### src/rtl/sad_min_tracker_if.sv
`default_nettype none
// ============================================================================
// Module   : sad_min_tracker_if
// Brief    : Sample stream and result bus between Control and the SAD tracker.
// Revision : 1.0 - initial release
// ============================================================================
interface sad_min_tracker_if #(
    parameter int SAD_W = 16,
    parameter int IDX_W = 6
);
    logic             start;
    logic             in_valid;
    logic [7:0]       c;
    logic [7:0]       p;
    logic [7:0]       p_prime;
    logic             in_ready;
    logic             done;
    logic [SAD_W-1:0] best_sad;
    logic [IDX_W-1:0] best_idx;

    modport master (
        output start, in_valid, c, p, p_prime,
        input  in_ready, done, best_sad, best_idx
    );

    modport slave (
        input  start, in_valid, c, p, p_prime,
        output in_ready, done, best_sad, best_idx
    );
endinterface
`default_nettype wire

### src/rtl/sad_min_tracker.sv
`default_nettype none
// ============================================================================
// Module   : sad_min_tracker
// Brief    : Dual 16x16 SAD accumulation with minimum-SAD / index tracking.
// Revision : 1.0 - initial release
// ============================================================================
module sad_min_tracker #(
    parameter int PIX_PER_BLK = 256,
    parameter int NUM_BLK     = 16,
    parameter int SAD_W       = 16,
    parameter int IDX_W       = 6
) (
    input  wire logic        clk,
    input  wire logic        reset,
    sad_min_tracker_if.slave bus
);
    localparam int c_PIX_W = $clog2(PIX_PER_BLK);
    localparam int c_BLK_W = $clog2(NUM_BLK);

    typedef enum logic [1:0] {
        S_IDLE    = 2'd0,
        S_ACCUM   = 2'd1,
        S_COMPARE = 2'd2,
        S_DONE    = 2'd3
    } state_t;

    state_t             r_state;
    state_t             w_state_next;
    logic [SAD_W-1:0]   r_sad_a;
    logic [SAD_W-1:0]   r_sad_b;
    logic [SAD_W-1:0]   r_min;
    logic [IDX_W-1:0]   r_idx;
    logic [c_PIX_W-1:0] r_pix;
    logic [c_BLK_W-1:0] r_blk;
    logic [SAD_W-1:0]   r_best_sad;
    logic [IDX_W-1:0]   r_best_idx;

    logic               w_accept;
    logic               w_last_pix;
    logic               w_last_blk;
    logic [SAD_W-1:0]   w_min_a;
    logic [IDX_W-1:0]   w_idx_a;
    logic [SAD_W-1:0]   w_min_b;
    logic [IDX_W-1:0]   w_idx_b;

    function automatic logic [7:0] abs_diff(input logic [7:0] a, input logic [7:0] b);
        return (a > b) ? (a - b) : (b - a);
    endfunction

    // start has priority, so a sample presented alongside it is dropped
    assign w_accept   = bus.in_valid && (r_state == S_ACCUM) && !bus.start;
    assign w_last_pix = (r_pix == c_PIX_W'(PIX_PER_BLK - 1));
    assign w_last_blk = (r_blk == c_BLK_W'(NUM_BLK - 1));

    // Candidate 2k is checked first so that strict compares favour the lower index
    assign w_min_a = (r_sad_a < r_min)   ? r_sad_a : r_min;
    assign w_idx_a = (r_sad_a < r_min)   ? IDX_W'({r_blk, 1'b0}) : r_idx;
    assign w_min_b = (r_sad_b < w_min_a) ? r_sad_b : w_min_a;
    assign w_idx_b = (r_sad_b < w_min_a) ? IDX_W'({r_blk, 1'b1}) : w_idx_a;

    assign bus.in_ready = (r_state == S_ACCUM);
    assign bus.done     = (r_state == S_DONE);
    assign bus.best_sad = r_best_sad;
    assign bus.best_idx = r_best_idx;

    always_ff @(posedge clk) begin
        if (reset) r_state <= S_IDLE;
        else       r_state <= w_state_next;
    end

    always_comb begin
        w_state_next = r_state;
        case (r_state)
            S_IDLE:    if (bus.start) w_state_next = S_ACCUM;
            S_ACCUM:   if (w_accept && w_last_pix) w_state_next = S_COMPARE;
            S_COMPARE: w_state_next = w_last_blk ? S_DONE : S_ACCUM;
            S_DONE:    w_state_next = S_IDLE;
            default:   w_state_next = S_IDLE;
        endcase
        if (bus.start) w_state_next = S_ACCUM;
    end

    always_ff @(posedge clk) begin
        if (reset) begin
            r_sad_a    <= '0;
            r_sad_b    <= '0;
            r_min      <= '1;
            r_idx      <= '0;
            r_pix      <= '0;
            r_blk      <= '0;
            r_best_sad <= '1;
            r_best_idx <= '0;
        end else if (bus.start) begin
            // Abort/restart leaves the previously reported result untouched
            r_sad_a <= '0;
            r_sad_b <= '0;
            r_min   <= '1;
            r_idx   <= '0;
            r_pix   <= '0;
            r_blk   <= '0;
        end else begin
            case (r_state)
                S_ACCUM: begin
                    if (w_accept) begin
                        r_sad_a <= r_sad_a + SAD_W'(abs_diff(bus.c, bus.p));
                        r_sad_b <= r_sad_b + SAD_W'(abs_diff(bus.c, bus.p_prime));
                        if (!w_last_pix) r_pix <= r_pix + 1'b1;
                    end
                end
                S_COMPARE: begin
                    r_min   <= w_min_b;
                    r_idx   <= w_idx_b;
                    r_sad_a <= '0;
                    r_sad_b <= '0;
                    r_pix   <= '0;
                    if (w_last_blk) begin
                        r_best_sad <= w_min_b;
                        r_best_idx <= w_idx_b;
                    end else begin
                        r_blk <= r_blk + 1'b1;
                    end
                end
                default: ;
            endcase
        end
    end
endmodule
`default_nettype wire

### src/flat_wrapper.sv
// flat-port wrapper written by rule: the top's interface ports become plain ports
module sad_min_tracker_flat 
#(
    parameter int PIX_PER_BLK = 256,
    parameter int NUM_BLK     = 16,
    parameter int SAD_W       = 16,
    parameter int IDX_W       = 6
)
  (clk, reset, bus_start, bus_in_valid, bus_c, bus_p, bus_p_prime, bus_in_ready, bus_done, bus_best_sad, bus_best_idx);
  sad_min_tracker_if #(.SAD_W(SAD_W), .IDX_W(IDX_W)) bus_i ();
  input  wire logic clk;
  input  wire logic reset;
  input wire logic [$bits(bus_i.start)-1:0] bus_start;
  input wire logic [$bits(bus_i.in_valid)-1:0] bus_in_valid;
  input wire logic [$bits(bus_i.c)-1:0] bus_c;
  input wire logic [$bits(bus_i.p)-1:0] bus_p;
  input wire logic [$bits(bus_i.p_prime)-1:0] bus_p_prime;
  output wire logic [$bits(bus_i.in_ready)-1:0] bus_in_ready;
  output wire logic [$bits(bus_i.done)-1:0] bus_done;
  output wire logic [$bits(bus_i.best_sad)-1:0] bus_best_sad;
  output wire logic [$bits(bus_i.best_idx)-1:0] bus_best_idx;
  assign bus_i.start = bus_start;
  assign bus_i.in_valid = bus_in_valid;
  assign bus_i.c = bus_c;
  assign bus_i.p = bus_p;
  assign bus_i.p_prime = bus_p_prime;
  assign bus_in_ready = bus_i.in_ready;
  assign bus_done = bus_i.done;
  assign bus_best_sad = bus_i.best_sad;
  assign bus_best_idx = bus_i.best_idx;
  sad_min_tracker #(.PIX_PER_BLK(PIX_PER_BLK), .NUM_BLK(NUM_BLK), .SAD_W(SAD_W), .IDX_W(IDX_W)) u_core (.clk(clk), .reset(reset), .bus(bus_i));
endmodule
### config.mk
export PLATFORM = sky130hd
export DESIGN_NAME = sad_min_tracker_flat
export DESIGN_NICKNAME = d
export VERILOG_FILES = /design/src/rtl/sad_min_tracker_if.sv /design/src/rtl/sad_min_tracker.sv /design/src/flat_wrapper.sv
export SDC_FILE = /design/constraint.sdc
export NUM_CORES = 1
export LEC_CHECK = 0
export ABC_AREA = 1
export BUFFER_PORTS_ARGS = -buffer_cell sky130_fd_sc_hd__clkbuf_2
export CORE_ASPECT_RATIO = 0.9
export CORE_MARGIN = 10
export CORE_UTILIZATION = 60
export DETAILED_ROUTE_END_ITERATION = 12
export GPL_ROUTABILITY_DRIVEN = 0
export HOLD_SLACK_MARGIN = 0.06
export PLACE_DENSITY = 0.88
export SLEW_MARGIN = 30
export SYNTH_ARGS = -nofsm -noshare
export SYNTH_HDL_FRONTEND = slang
export SYNTH_SLANG_ARGS = --single-unit
### constraint.sdc
create_clock -name clk -period 5.1 [get_ports clk]
set_input_delay 1.02 -clock clk [delete_from_list [all_inputs] [get_ports clk]]
set_output_delay 1.02 -clock clk [all_outputs]
set_load 0.01 [all_outputs]
Word level (Yosys, flattened, before mapping)
Index checks and enable logic that the tools add are counted.
Widths: inputs -> output; s select.
{ "op_classes": {"n_addsub": 8, "magnitude_cmp": 4, "n_eq_ne": 10, "mux": 17, "bitwise": 3, "reduce_logical": 13} }
{ "op_table": {"columns": ["operator", "n"], "rows": [
  ["$mux 16", 4],
  ["$pmux 16 s2", 2],
  ["$add 16x8->16", 2],
  ["$lt 16x16->1", 2],
  ["$mux 8", 4],
  ["$sub 8x8->8", 4],
  ["$gt 8x8->1", 2],
  ["$pmux 8 s2", 1],
  ["$mux 6", 2],
  ["$add 8x1->8 const B", 1],
  ["$eq 8x8->1 const B", 1],
  ["$reduce_and 2->1", 4],
  ["$pmux 2 s3", 1],
  ["$reduce_and 3->1", 2],
  ["$add 4x1->4 const B", 1],
  ["$eq 2x2->1 const B", 2],
  ["$eq 4x4->1 const B", 1],
  ["$mux 2", 2],
  ["$ne 2x1->1 const B", 2],
  ["$ne 2x2->1 const B", 2],
  ["$logic_and 1x1->1", 3],
  ["$ne 3x2->1 const B", 1],
  ["$not 1->1", 3],
  ["$eq 2x1->1 const B", 1],
  ["5 further kinds", 5]
]} }
{ "totals": {"register_bits": 90, "in_bits": 28, "wordCells": 65} }

Longest topological paths before layout
{ "depth": {"depth_word": 7, "depth_mapped": 31, "ltp_nobuf": 31} }

Least setup slack after synthesis
No wires, ideal clock.
{ "synth_timing": {"kind": "input-to-reg", "startpoint": "input port bus_c[0]", "endpoint": "register u_core.r_sad_a[14]", "arrival_ns": 4.388, "required_time_ns": 4.985, "setup_slack_ns": 0.597, "stages": 29, "path_buffers": 1, "path_cell_list": "inv_1 ha_1 inv_1 fa_1 a31oi_1 o21ai_1 a21oi_1 o21bai_1 nand2_1 buf_2 mux2i_1 xor2_1 inv_1 ha_1 nand2_1 o21ai_1 nand2_1 nand2_1 a21oi_1 nor2_1 o21ai_0 nand2_1 nand2_1 nor2_1 nand3_1 nor3_1 a21oi_1 o21ai_0 inv_1"} }
{ "synth_via": {"elab_chain_cells": 5} }
{ "synth_rtl": {"columns": ["element", "line", "source"], "rows": [
  ["from (decl)", "flat_wrapper.sv:15", "input wire logic [$bits(bus_i.c)-1:0] bus_c;"],
  ["$sub 8x8->8 or $gt 8x8->1 (tied branches)", "sad_min_tracker.sv:47", "return (a > b) ? (a - b) : (b - a);"],
  ["$mux 8 *", "sad_min_tracker.sv:47", null],
  ["$add 16x8->16 *", "sad_min_tracker.sv:105", "r_sad_a <= r_sad_a + SAD_W'(abs_diff(bus.c, bus.p));"],
  ["$mux 16 *", "sad_min_tracker.sv:104", "if (w_accept) begin"],
  ["$pmux 16 s2 *", "sad_min_tracker.sv:102", "case (r_state)"],
  ["to (signal assigned)", "sad_min_tracker.sv:105", null],
  ["to (decl)", "sad_min_tracker.sv:29", "logic [SAD_W-1:0] r_sad_a;"]
]} }
Every way passes the cells marked *; elsewhere a longest branch is shown, timed or not. The select of a mux whose other input is x is not followed.
A chain may end at the register's enable or synchronous reset.

Worst setup path in the final report
{ "layout_timing": {"startpoint": "input port bus_c[0]", "endpoint": "register u_core.r_sad_a[13]"} }
Same word-level chain as after synthesis.

==> results by group <==
Run status
  • Status: finished, final reports clean

CTS
  • Clk buf depth: 2
  • Worst-Skew Late Latency: ~0.35 ns
  • CTS Buf Count: 9
  • Clock transition at the registers of the reported paths: about 0.070 ns
  • Root Driver: clkbuf_16
  • Postcts setup bufs: 0
  • Sink Count: 90
  • CTS Hold Buffers Added: 0
  • CTS tree: built
  • Cts repair resizes: 0
  • H-tree Lvls: 3

Synthesis
  • Synthesis-stage register bit count: 90
  • Cells taking the most area after synthesis: dfxtp_1 (28%), ha_1 (16%), nand2_1 (12%), a21oi_1 (9.4%), inv_1 (7.6%)
  • Cells after synthesis: 942
  • Top cell type's share of synthesized area: 27.58%
  • Dominant cell type by area after synthesis: dfxtp_1
  • Unique masters post-synth: 39
  • Synth Net Count: around 1.1k
  • Sequential fraction of the synthesis area: between 20 and 30%
  • Netlist Area Pre-Place: ~0.0065 mm2
  • Synth warn: 0
  • Syn_area_per_cell: roughly 7 um2

Pwr
  • Power per cell area: 244.6 mW/mm2
  • P_leak: 0.003446 uW
  • Peak VDD IR: between 0.15 and 0.2 mV

Critical path
  • Longest individual stage delay on the worst path: approximately 0.38 ns
  • Crit end category: flip-flop
  • CP max-delay cell: fa_1
  • Crit path top cell by count: nand2_1
  • Setup crit end: u_core.r_sad_a[13]
  • Setup crit start kind: primary input
  • Setup crit start: bus_c[0]
  • CP required: 5.39 ns
  • CP Max Fanout: 6
  • FF-to-FF Start: u_core.r_sad_a[9]
  • Setup Crit Path Kind: primary input to flip-flop
  • Reg-to-reg critical path endpoint: u_core.r_idx[4]
  • Worst reg2reg path depth: 18
  • Worst Path Arrival: approximately 5 ns
  • R2R Setup Slk: 1.11 ns

GRT
  • Global-route wire length before repair: about 27000 um
  • GRT Util Overall: 20.23%
  • Largest net degree at the start of global routing: between 50 and 60
  • Vias in the first global route: ~5.9k
  • Gr ovfl total: 0
  • Initial antenna violation count: 0

Drt
  • Iteration-0 DRC count of the detailed router: between 500 and 600
  • Residual DRC: 0
  • WL final: approximately 15000 um
  • Routed len/inst: about 14 um
  • Vias per Instance: approximately 5.5
  • TritonRoute pass-1 iters: 5
  • Vias: between 6k and 7k
  • Routed Antenna Nets: 0

Die
  • Core Region: 0.01072 mm2
  • FP Rows: 36
  • Initial core utilization: just over 60%
  • Horiz. Die Dim: between 100 and 150 um
  • Die ar.: between 0.015 and 0.02 mm2
  • I/O pin cnt: 52
  • Die Span Y: ~120 um

Placement
  • Final HPWL DP: 11510 um
  • Buffers on Ports: 51
  • DP Cell Count: roughly 1.1k

Cells and area
  • Most common cell after layout, fill and taps aside: nand2_1
  • Post-Layout Cell Count: roughly 1.1k
  • N_diodes: 0
  • Nets@finish: approximately 1.1k
  • Fin util: about two thirds
  • Fillers: 921
  • Most frequent cells in the layout: nand2_1 (209), inv_1 (133), a21oi_1 (123)
  • P&R area growth vs syn: 9.672%
  • Share of cells above drive strength 1: 9.432%

Timing
  • Final Critical Period: between 4 and 5 ns
  • Final setup fails: 0
  • Slew headroom: 40.32%
  • Final Hold Fails: 0
  • RSZ-0062 raised after global routing: no
  • TNS Setup: 0 ns
  • Final Cycle Share: roughly 93%
  • Slew Viols, Final: 0
  • Fmax: between 0.2 and 0.25 GHz
  • Worst-Margin Slew: 0.8952 ns
  • Clock Skews: 0.01018 ns

Run
  • Max-Cap Viols: 0

Hold path
  • Worst min path class: flip-flop to flip-flop
## final cells by class
type / instances / area, um2 / share of cell area, %
Clock buffer: 10 / 229.0 / 3.196
Inverter: 137 / 514.2 / 7.178
Sequential cell: 90 / 1802 / 25.15
Clock inverter: 6 / 73.82 / 1.030
Tap cell: 133 / 166.4 / 2.323
Timing Repair Buffer: 57 / 300.3 / 4.191
Multi-Input combinational cell: 686 / 4079 / 56.93
## stage by stage
| step | setup WS, ns | hold slack (ns) | total power (uW) | area (um2) |
|---|---|---|---|---|
| 6_report | 0.3710 | 0.4500 | 1752 | 7164 |
| 4_1_cts | 0.3926 | 0.4506 | 1751 | 7152 |
| 2_1_floorplan | 0.5965 | 0.4221 | 1014 | 6533 |
| 3_3_place_gp | 0.2839 | 0.4316 | 1075 | 6849 |
| 5_1_grt | 0.05358 | 0.4800 | 1848 | 7164 |
| 3_5_place_dp | 0.03759 | 0.4392 | 1084 | 6849 |
## power breakdown
| part | internal (uW) | switching, uW | leakage (uW) |
|---|---|---|---|
| Sequential | 710 | 6.71 | 0.000727 |
| Combinational | 122 | 239 | 0.00258 |
| Clock | 386 | 289 | 0.000141 |
## synth_stat cells, drive strengths merged
library cell	n
nand2	217
inv	135
a21oi	124
dfxtp	90
ha	82
nor2	64
o21ai	59
o211ai	32
nand3	26
nor3	22
clkbuf	19
buf	10
xor2	10
nand4	8
o21bai	7
fa	6
xnor2	5
mux2i	4
o22ai	4
a211oi	3
a31oi	3
a21o	2
clkinv	2
nor3b	2
or2	2
nor4	1
o21a	1
o221a	1
o221ai	1
## metal layers
metal  wire [um]  part of all wire (%)  global-route usage, %
met1        6945                    46                  25.85
met2        6986                    46                  33.49
met3         990                   6.5                  4.213
met4         229                   1.5                  5.899
met5           0                     0                      0
## sequential cells by signal (all words and copies together) (netlist names)
signal and count:
u_core.r_idx 6, u_core.r_sad_b 16, u_core.bus.best_sad 16, u_core.bus.best_idx 6, u_core.r_blk 4, u_core.r_pix 8, u_core.r_sad_a 16, u_core.r_min 16
u_core.r_state 2
## worst min path at each step
stage	cells past startpoint	slack, ns	end	startpoint
4_1_cts	2	0.45	u_core.r_idx[5]	u_core.r_idx[5]
6_report	2	0.45	u_core.r_idx[5]	u_core.r_idx[5]
3_5_place_dp	2	0.44	u_core.r_idx[5]	u_core.r_idx[5]
3_3_place_gp	2	0.43	u_core.r_idx[5]	u_core.r_idx[5]
2_1_floorplan	2	0.42	u_core.r_idx[5]	u_core.r_idx[5]
5_1_grt	2	0.48	u_core.r_idx[5]	u_core.r_idx[5]
## cells by family (layout without fill, tap and decap cells)
group                      Yosys count  in the layout  synth area share, %
AOI/OAI and AO/OA                  237            237                20.34
xor gates and xnor gates            15             15                2.011
adders and majority gates           88             88                17.54
buffers and inverters              166            210                10.17
DFF                                 90             90                27.58
muxes                                4              4               0.6129
and+or+nand+nor                    342            342                21.74
## critical path: cells and delay by family
family / cells / cell delay (ns)
and+or+nand+nor: 13 / 1.24
AOI/OAI and AO/OA: 8 / 1.15
buffers and inverters: 4 / 0.30
adders and majority gates: 3 / 0.90
muxes: 1 / 0.24
xor gates and xnor gates: 1 / 0.18
Note: power is estimated with default switching activity, not from simulation.
